$ cat config.mk
export PLATFORM = sky130hd
export DESIGN_NAME = bp_fe_mem_pkt_arbiter
export DESIGN_NICKNAME = d
export VERILOG_FILES = /design/src/rtl/bp_fe_mem_pkt_arbiter.sv
export SDC_FILE = /design/constraint.sdc
export NUM_CORES = 1
export LEC_CHECK = 0
export ABC_AREA = 0
export CAP_MARGIN = 20
export CORE_AREA = 2 2 107 109
export DETAILED_ROUTE_END_ITERATION = 8
export DIE_AREA = 0 0 109 111
export PLACE_DENSITY = 0.69
export SLEW_MARGIN = 20
export SYNTH_ARGS = -nofsm -noshare
export SYNTH_HDL_FRONTEND = slang
export SYNTH_SLANG_ARGS = --single-unit
$ cat constraint.sdc
create_clock -name clk_i -period 7.2 [get_ports clk_i]
set_input_delay 2.16 -clock clk_i [delete_from_list [all_inputs] [get_ports clk_i]]
set_output_delay 2.16 -clock clk_i [all_outputs]
set_load 0.01 [all_outputs]
$ cat src/rtl/bp_fe_mem_pkt_arbiter.sv
// bp_fe_mem_pkt_arbiter
//
// Round-robin arbiter that shares the I$ fill/maintenance packet port among
// several engine-side packet sources (LCE fill, uncached, debug/config).
// One requester is granted at a time. A multi-beat fill burst holds the grant
// until its last beat, so fill beats from different sources never interleave.
// A runaway burst is force-released after max_beats_p accepted beats.
//
// Ports:
//   clk_i      clock
//   reset_i    synchronous, active-high reset
//   pkt_i      packed request packets, requester k at [k*pkt_width_p +: pkt_width_p]
//   v_i        per-requester valid
//   last_i     per-requester "this beat ends the burst"
//   yumi_o     per-requester accept (one-hot or zero)
//   flush_i    abandon the current lock (I$ fence / state reset)
//   pkt_o      granted packet beat
//   v_o        granted packet valid
//   yumi_i     downstream accepts pkt_o this cycle
//   owner_o    current grant index
//   locked_o   burst lock held
//   overrun_o  one-cycle pulse when a burst is force-released at the beat limit

module bp_fe_mem_pkt_arbiter #(
    parameter int num_req_p   = 3,
    parameter int pkt_width_p = 64,
    parameter int max_beats_p = 8,
    localparam int owner_w    = $clog2(num_req_p),
    localparam int cnt_w      = $clog2(max_beats_p + 1)
) (
    input  logic                              clk_i,
    input  logic                              reset_i,
    input  logic [num_req_p*pkt_width_p-1:0]  pkt_i,
    input  logic [num_req_p-1:0]              v_i,
    input  logic [num_req_p-1:0]              last_i,
    output logic [num_req_p-1:0]              yumi_o,
    input  logic                              flush_i,
    output logic [pkt_width_p-1:0]            pkt_o,
    output logic                              v_o,
    input  logic                              yumi_i,
    output logic [owner_w-1:0]                owner_o,
    output logic                              locked_o,
    output logic                              overrun_o
);

    typedef enum logic {e_idle, e_locked} state_e;

    localparam logic [owner_w-1:0] LAST_IDX  = owner_w'(num_req_p - 1);
    localparam logic [owner_w:0]   NUM_REQ_W = (owner_w + 1)'(num_req_p);
    localparam logic [cnt_w-1:0]   CNT_LIMIT = cnt_w'(max_beats_p - 1);

    state_e             state_r;
    logic [owner_w-1:0] rr_ptr_r;
    logic [owner_w-1:0] owner_r;
    logic [cnt_w-1:0]   beat_cnt_r;

    logic [owner_w-1:0]     rr_grant;
    logic [owner_w-1:0]     grant;
    logic                   v_raw;
    logic                   accept;
    logic                   last_g;
    logic [cnt_w-1:0]       cur_cnt;
    logic                   release_g;
    logic [pkt_width_p-1:0] pkt_arr [num_req_p];

    // Index following k in round-robin order, wrapping at num_req_p.
    function automatic logic [owner_w-1:0] next_idx(input logic [owner_w-1:0] k);
        return (k == LAST_IDX) ? '0 : k + 1'b1;
    endfunction

    for (genvar k = 0; k < num_req_p; k++) begin : g_slice
        assign pkt_arr[k] = pkt_i[k*pkt_width_p +: pkt_width_p];
    end

    // Priority scan starting at rr_ptr_r; first valid requester wins.
    always_comb begin
        logic             found;
        logic [owner_w:0] sum;
        rr_grant = '0;
        found    = 1'b0;
        sum      = '0;
        for (int i = 0; i < num_req_p; i++) begin
            sum = {1'b0, rr_ptr_r} + (owner_w + 1)'(i);
            if (sum >= NUM_REQ_W) sum = sum - NUM_REQ_W;
            if (!found && v_i[sum[owner_w-1:0]]) begin
                found    = 1'b1;
                rr_grant = sum[owner_w-1:0];
            end
        end
    end

    // While locked only the owner is eligible; a low owner valid is a bubble,
    // not a reason to hand the port to someone else.
    assign grant   = (state_r == e_locked) ? owner_r : rr_grant;
    assign v_raw   = (state_r == e_locked) ? v_i[owner_r] : |v_i;
    assign v_o     = v_raw & ~flush_i & ~reset_i;
    assign accept  = v_o & yumi_i;
    assign last_g  = last_i[grant];
    assign owner_o = grant;
    assign pkt_o   = reset_i ? '0 : pkt_arr[grant];

    // In idle the granted beat is beat zero of a potential burst, which lets
    // max_beats_p=1 release every accepted beat through the same path.
    assign cur_cnt   = (state_r == e_locked) ? beat_cnt_r : '0;
    assign release_g = accept & (last_g | (cur_cnt == CNT_LIMIT));
    assign overrun_o = release_g & ~last_g;
    assign locked_o  = (state_r == e_locked) & ~reset_i;

    for (genvar k = 0; k < num_req_p; k++) begin : g_yumi
        assign yumi_o[k] = accept & (grant == owner_w'(k));
    end

    always_ff @(posedge clk_i) begin
        if (reset_i) begin
            state_r    <= e_idle;
            rr_ptr_r   <= '0;
            owner_r    <= '0;
            beat_cnt_r <= '0;
        end else if (flush_i) begin
            // Drop the lock; the requester re-issues its burst from the start.
            state_r    <= e_idle;
            beat_cnt_r <= '0;
        end else if (accept) begin
            if (release_g) begin
                state_r    <= e_idle;
                beat_cnt_r <= '0;
                rr_ptr_r   <= next_idx(grant);
            end else if (state_r == e_idle) begin
                state_r    <= e_locked;
                owner_r    <= grant;
                beat_cnt_r <= cnt_w'(1);
            end else begin
                beat_cnt_r <= beat_cnt_r + 1'b1;
            end
        end
    end

endmodule

==> results.cfg, run 1 <==
[critical_path]
worstRegToRegCells = 10
cp_max_fo = 7
crit_path_end_kind = output port
cp-start-kind = primary input
r2r-end = owner_r[0]$_SDFFE_PP0P_
critPathKind = in -> out
r2r_slack_ns = 4.43
path_cells = clkdlybuf4s50_1 > nand3b_1 > o21a_1 > a311oi_4 > buf_4 > a21o_2 > buf_4 > a21oi_1 > a31o_2 > nor2b_1 > clkdlybuf4s50_1
endpoint = pkt_o[59]
cp-startpoint = v_i[2]
worstPathRequired_ns = 5.04
cp_slowest_cell = clkdlybuf4s50_1
reg2reg_from = rr_ptr_r[1]$_SDFFE_PP0P_
critPathArrivalTime_ns = 4.91
max_stage_delay_ns = 0.58

[global_route]
grt_pass1_wl_um = 19300
overflow = 0
grtUsageTotal = 0.197
grt_pass1_vias = 4062
antenna_found_initial = 0
grt_max_degree = 71

[placement]
placedCellCount = 846
place_congestion = 0.928
detailed_place_hpwl_um = 9950
portBuffers = 273

[clock_network]
clock_path_buffers = 2
clock_latency_ns = 0.24
postCtsHoldBufs = 0
cts-root-buf = clkbuf_16
cts_buffers = 3
clock-sinks = 9
cts-htree-levels = 1
cts_tree = done
clkTransAtPathRegs_ns = 0.04

[layout]
regArea_um2 = 180
multi_input_area_mm2 = 0.00241
syn_to_final_growth_pct = 107
final_cells = 855
nets = 920
antenna-diode-count = 0
drive_above_1_share = 0.122
n_fill_cell = 1084

[timing]
fin_setup_tns_ns = 0
finalSetupViolCount = 0
slew_violations = 0
skew_ns = 0.00123
worstMarginPinSlew_ns = 0.776
relSlewSlack = 0.483
fmax_ghz = 0.141
min_period_ns = 7.07
hold_viol = 0
fin_crit_sh = 0.982

[synth]
yosysUniqueCellTypes = 42
synth.largest_area_cell = nand2_1
ys_seq_area_frac = 0.0641
synth.most_common_cell = nand2_1
yosysWarnings = 0
synth_ff_type = dfxtp_1
yosysTopAreaCellShare = 0.179
netlist_area_mm2 = 0.00281
syn_avg_cell_area_um2 = 6.09
synth.net_count = 669
synthArstFlopShare = 0
synth_edf_count = 0
yosys-top-cells-area = nand2_1 18%, a31o_2 16%, nor2b_1 15%, a21oi_1 12%, dfxtp_1 6.4%
ys_seq_elements = 9
netlist_instances = 462
synthTopCellsByCount = 134 x nand2_1, 69 x nor2b_1, 68 x a21oi_1, 50 x a31o_2, 19 x buf_2

[power]
p_switching_w = 0.000214
swShare = 0.339
cellPowerDensity_mw_per_mm2 = 109
sequentialPowerShare = 0.085
pwr-share-clk = 0.157
p_int_w = 0.000417
combPwrFrac = 0.758
leakage_nw = 2.24
ir_worst_vdd_mv = 0.0614

[status]
run_status = finished, final reports clean

[route]
wl_um = 13300
drt_iter0_drc = 253
viasPerCell = 5.02
first_pass_iters = 4
ant_nets = 0
drc = 0
post_drt_wl_per_cell_um = 15.6
num_vias = 4289

[worst_hold_path]
hold_path_class = reg -> reg

[floorplan]
die_y_um = 111
num_io_pins = 274
core_area_mm2 = 0.0111
rows = 39
initial_core_util = 0.254
die_x_um = 109
dieArea_mm2 = 0.0121

[job]
drv_cap = 0
-- area by class of cell --
| class | count | share of cell area |
|---|---|---|
| inverter | 5 | 0.00344 |
| timing repair buffer | 291 | 0.508 |
| sequential | 9 | 0.0310 |
| multi-input combinational | 403 | 0.414 |
| tap | 143 | 0.0308 |
| clock buffer | 4 | 0.0135 |
-- power groups by stage --
| stage | Clock, W | Combinational [W] | Sequential, W |
|---|---|---|---|
| after floorplan | 0 | 0.000237 | 0.0000531 |
| after global placement | 0 | 0.000466 | 0.0000538 |
| after detailed placement | 0 | 0.000470 | 0.0000539 |
| after CTS | 0.000101 | 0.000473 | 0.0000531 |
| after global routing | 0.000105 | 0.000517 | 0.0000537 |
| final | 0.0000991 | 0.000479 | 0.0000535 |
-- registers in the layout (all words and copies together) (netlist names) --
name / count
beat_cnt_r: 4
owner_r: 2
rr_ptr_r: 2
state_r: 1
-- per-layer routing --
| layer | global-route usage | part of all wire | vias up |
|---|---|---|---|
| met5 | 0 | 0 | - |
| met4 | 0.0513 | 0.018 | 0 |
| met2 | 0.361 | 0.50 | 202 |
| li1 | - | - | 2115 |
| met1 | 0.220 | 0.39 | 1952 |
| met3 | 0.0506 | 0.095 | 20 |
-- cells by family (layout without fill, tap and decap cells) --
group,count (synthesis),after routing,share of synthesized area
simple gates,229,229,0.386
compound gates,159,161,0.398
flops,9,9,0.0641
fa+ha+maj,5,5,0.0223
mux,8,8,0.0320
buf+inv,52,300,0.0979
-- per-stage QoR --
| step | setup slack (ns) | utilization | instance area, µm² | hold slack, ns | power, W |
|---|---|---|---|---|---|
| finish | 0.127 | 0.525 | 5820 | 0.479 | 0.000632 |
| global route | -0.0432 | 0.525 | 5820 | 0.502 | 0.000676 |
| CTS | 0.0920 | 0.520 | 5760 | 0.478 | 0.000627 |
| detailed placement | 0.112 | 0.512 | 5680 | 0.473 | 0.000524 |
| global placement | 0.180 | 0.512 | 5680 | 0.447 | 0.000520 |
| floorplan | 1.37 | - | 2810 | 0.441 | 0.000290 |
-- worst min-delay path by stage --
stage,start,slack (ns),depth (start not counted),to
after floorplan,beat_cnt_r[3]$_SDFFE_PP0P_,0.44,1,beat_cnt_r[3]$_SDFFE_PP0P_
after global placement,beat_cnt_r[3]$_SDFFE_PP0P_,0.45,1,beat_cnt_r[3]$_SDFFE_PP0P_
after detailed placement,beat_cnt_r[3]$_SDFFE_PP0P_,0.47,1,beat_cnt_r[3]$_SDFFE_PP0P_
after CTS,beat_cnt_r[3]$_SDFFE_PP0P_,0.48,1,beat_cnt_r[3]$_SDFFE_PP0P_
after global routing,beat_cnt_r[3]$_SDFFE_PP0P_,0.50,1,beat_cnt_r[3]$_SDFFE_PP0P_
final,beat_cnt_r[3]$_SDFFE_PP0P_,0.48,1,beat_cnt_r[3]$_SDFFE_PP0P_
-- worst max-delay path, delay by kind of cell --
kind	cells	cell delay [ns]
compound gates	5	0.96
simple gates	2	0.35
buf+inv	4	1.45
-- what timing repair did --
item | in CTS | in global routing
endpoints found under the setup margin | 0 | 48
setup buffers | 0 | 3
gates resized for setup | 0 | 6
-- layout by cell type, fill, tap and decap left out, types with 7 or more instances in the layout --
cell,count
a21oi_1,67
buf_12,7
clkdlybuf4s50_1,271
a31o_2,50
a31o_1,14
nor2b_1,69
dfxtp_1,9
nand2_1,134
buf_4,11
Power figures use the tool's default switching activity.
==> run 2, diff against run 1 <==
- MAX_ROUTING_LAYER: not set -> met4
==> results.cfg, run 2 (same netlist as run 1, synthesis figures left out) <==
[global_route]
overflow = 0
grtUsageTotal = 0.204
grt_max_degree = 79
grt_pass1_wl_um = 19500
antenna_found_initial = 0
grt_pass1_vias = 4065

[layout]
final_area_mm2 = 0.00585
largest_reg_flops = 4
layout.cells.most_common = clkdlybuf4s50_1
nets = 919
top_register = beat_cnt_r
syn_to_final_growth_pct = 108
antenna-diode-count = 0
final_cells = 854
drive_above_1_share = 0.120
final_cell_mix = 256 x clkdlybuf4s50_1, 134 x nand2_1, 69 x nor2b_1
n_fill_cell = 1089
largestRegisters = beat_cnt_r: 4 flops, owner_r: 2 flops, rr_ptr_r: 2 flops

[route]
wl_um = 13400
first_pass_iters = 4
ant_nets = 0
post_drt_wl_per_cell_um = 15.7
num_vias = 4220
drt_iter0_drc = 268
viasPerCell = 4.94
drc = 0

[worst_hold_path]
worstHoldStart = beat_cnt_r[3]$_SDFFE_PP0P_
hold_path_class = reg -> reg

[critical_path]
critPathArrivalTime_ns = 4.96
cp-start-kind = primary input
worstPathRequired_ns = 5.04
critPathKind = in -> out
cp_max_fo = 12
reg2reg_from = rr_ptr_r[1]$_SDFFE_PP0P_
cp-startpoint = v_i[1]
crit_path_end_kind = output port

[power]
pwr-share-clk = 0.154
power.total_w = 0.000628
leakage_nw = 2.46
swShare = 0.341
sequentialPowerShare = 0.085
ir_worst_vdd_mv = 0.0968
cellPowerDensity_mw_per_mm2 = 107
p_int_w = 0.000414
combPwrFrac = 0.761
p_switching_w = 0.000214

[placement]
place_congestion = 1.01
placedCellCount = 846
portBuffers = 273
detailed_place_hpwl_um = 10000
place_area_mm2 = 0.00568

[clock_network]
cts-root-buf = clkbuf_16
cts_buffers = 3
clock-sinks = 9
clock_latency_ns = 0.23
cts-htree-levels = 1
clock_path_buffers = 2
clkTransAtPathRegs_ns = 0.04
cts_tree = done

[timing]
holdWs_ns = 0.479
worstMarginPinSlew_ns = 0.745
hold_viol = 0
slew_violations = 0
finalSetupViolCount = 0
fmax_ghz = 0.140
relSlewSlack = 0.503
fin_setup_tns_ns = 0
skew_ns = 0.000561
min_period_ns = 7.12
fin_crit_sh = 0.989

[floorplan]
die_y_um = 111
die_x_um = 109
num_io_pins = 274
initial_core_util = 0.254
dieArea_mm2 = 0.0121
rows = 39
core_area_mm2 = 0.0111

[status]
run_status = finished, final reports clean

[job]
drv_cap = 0
==> run 2: per-layer routing <==
metal,track usage,vias up,share of wire
li1,-,2117,-
met2,0.357,203,0.48
met1,0.236,1872,0.41
met5,-,-,0
met3,0.0335,28,0.083
met4,0.0556,0,0.028
==> run 2: cell type report <==
class	count	area [µm²]	area share
Clock buffer	4	78.8	0.0135
Inverter	5	21.3	0.00364
Multi-Input combinational cell	403	2400	0.411
Sequential cell	9	180	0.0308
Tap cell	143	179	0.0306
Timing Repair Buffer	290	2980	0.510
==> run 2: path summary, 6_finish.rpt <==
| kind | cells past startpoint | slack, ns | end |
|---|---|---|---|
| min | 1 | 0.48 | beat_cnt_r[3]$_SDFFE_PP0P_ |
| max | 10 | 0.08 | pkt_o[18] |
| min reg2reg | 1 | 0.48 | beat_cnt_r[3]$_SDFFE_PP0P_ |
| max reg2reg | 9 | 4.46 | owner_r[1]$_SDFFE_PP0P_ |
==> run 2: power groups by stage <==
stage	Clock, W	Combinational [W]	Sequential (W)
after global routing	0.000101	0.000517	0.0000537
after CTS	0.0000985	0.000474	0.0000531
after detailed placement	0	0.000471	0.0000539
after global placement	0	0.000468	0.0000537
after floorplan	0	0.000237	0.0000531
final	0.0000969	0.000478	0.0000535
==> run 2: critical path, cell delays in order <==
cell and delay [ns]:
clkdlybuf4s50_1 0.57, nor2b_1 0.19, o21ai_1 0.15, a311oi_4 0.48, a21o_4 0.28, buf_4 0.22, a21oi_1 0.05, a31o_2 0.21
nor2b_1 0.13, clkdlybuf4s50_1 0.52
==> run 2: repair_timing <==
item | in CTS | in global routing
setup buffers | 0 | 2
resized for setup | 0 | 21
hold buffers | 0 | 0
setup endpoints to repair | 0 | 62
==> run 2: metrics by stage <==
step	util	setup slack, ns
2_1_floorplan	-	1.37
3_3_place_gp	0.512	0.131
3_5_place_dp	0.512	0.0656
4_1_cts	0.520	0.0668
5_1_grt	0.528	-0.0123
6_report	0.528	0.0820
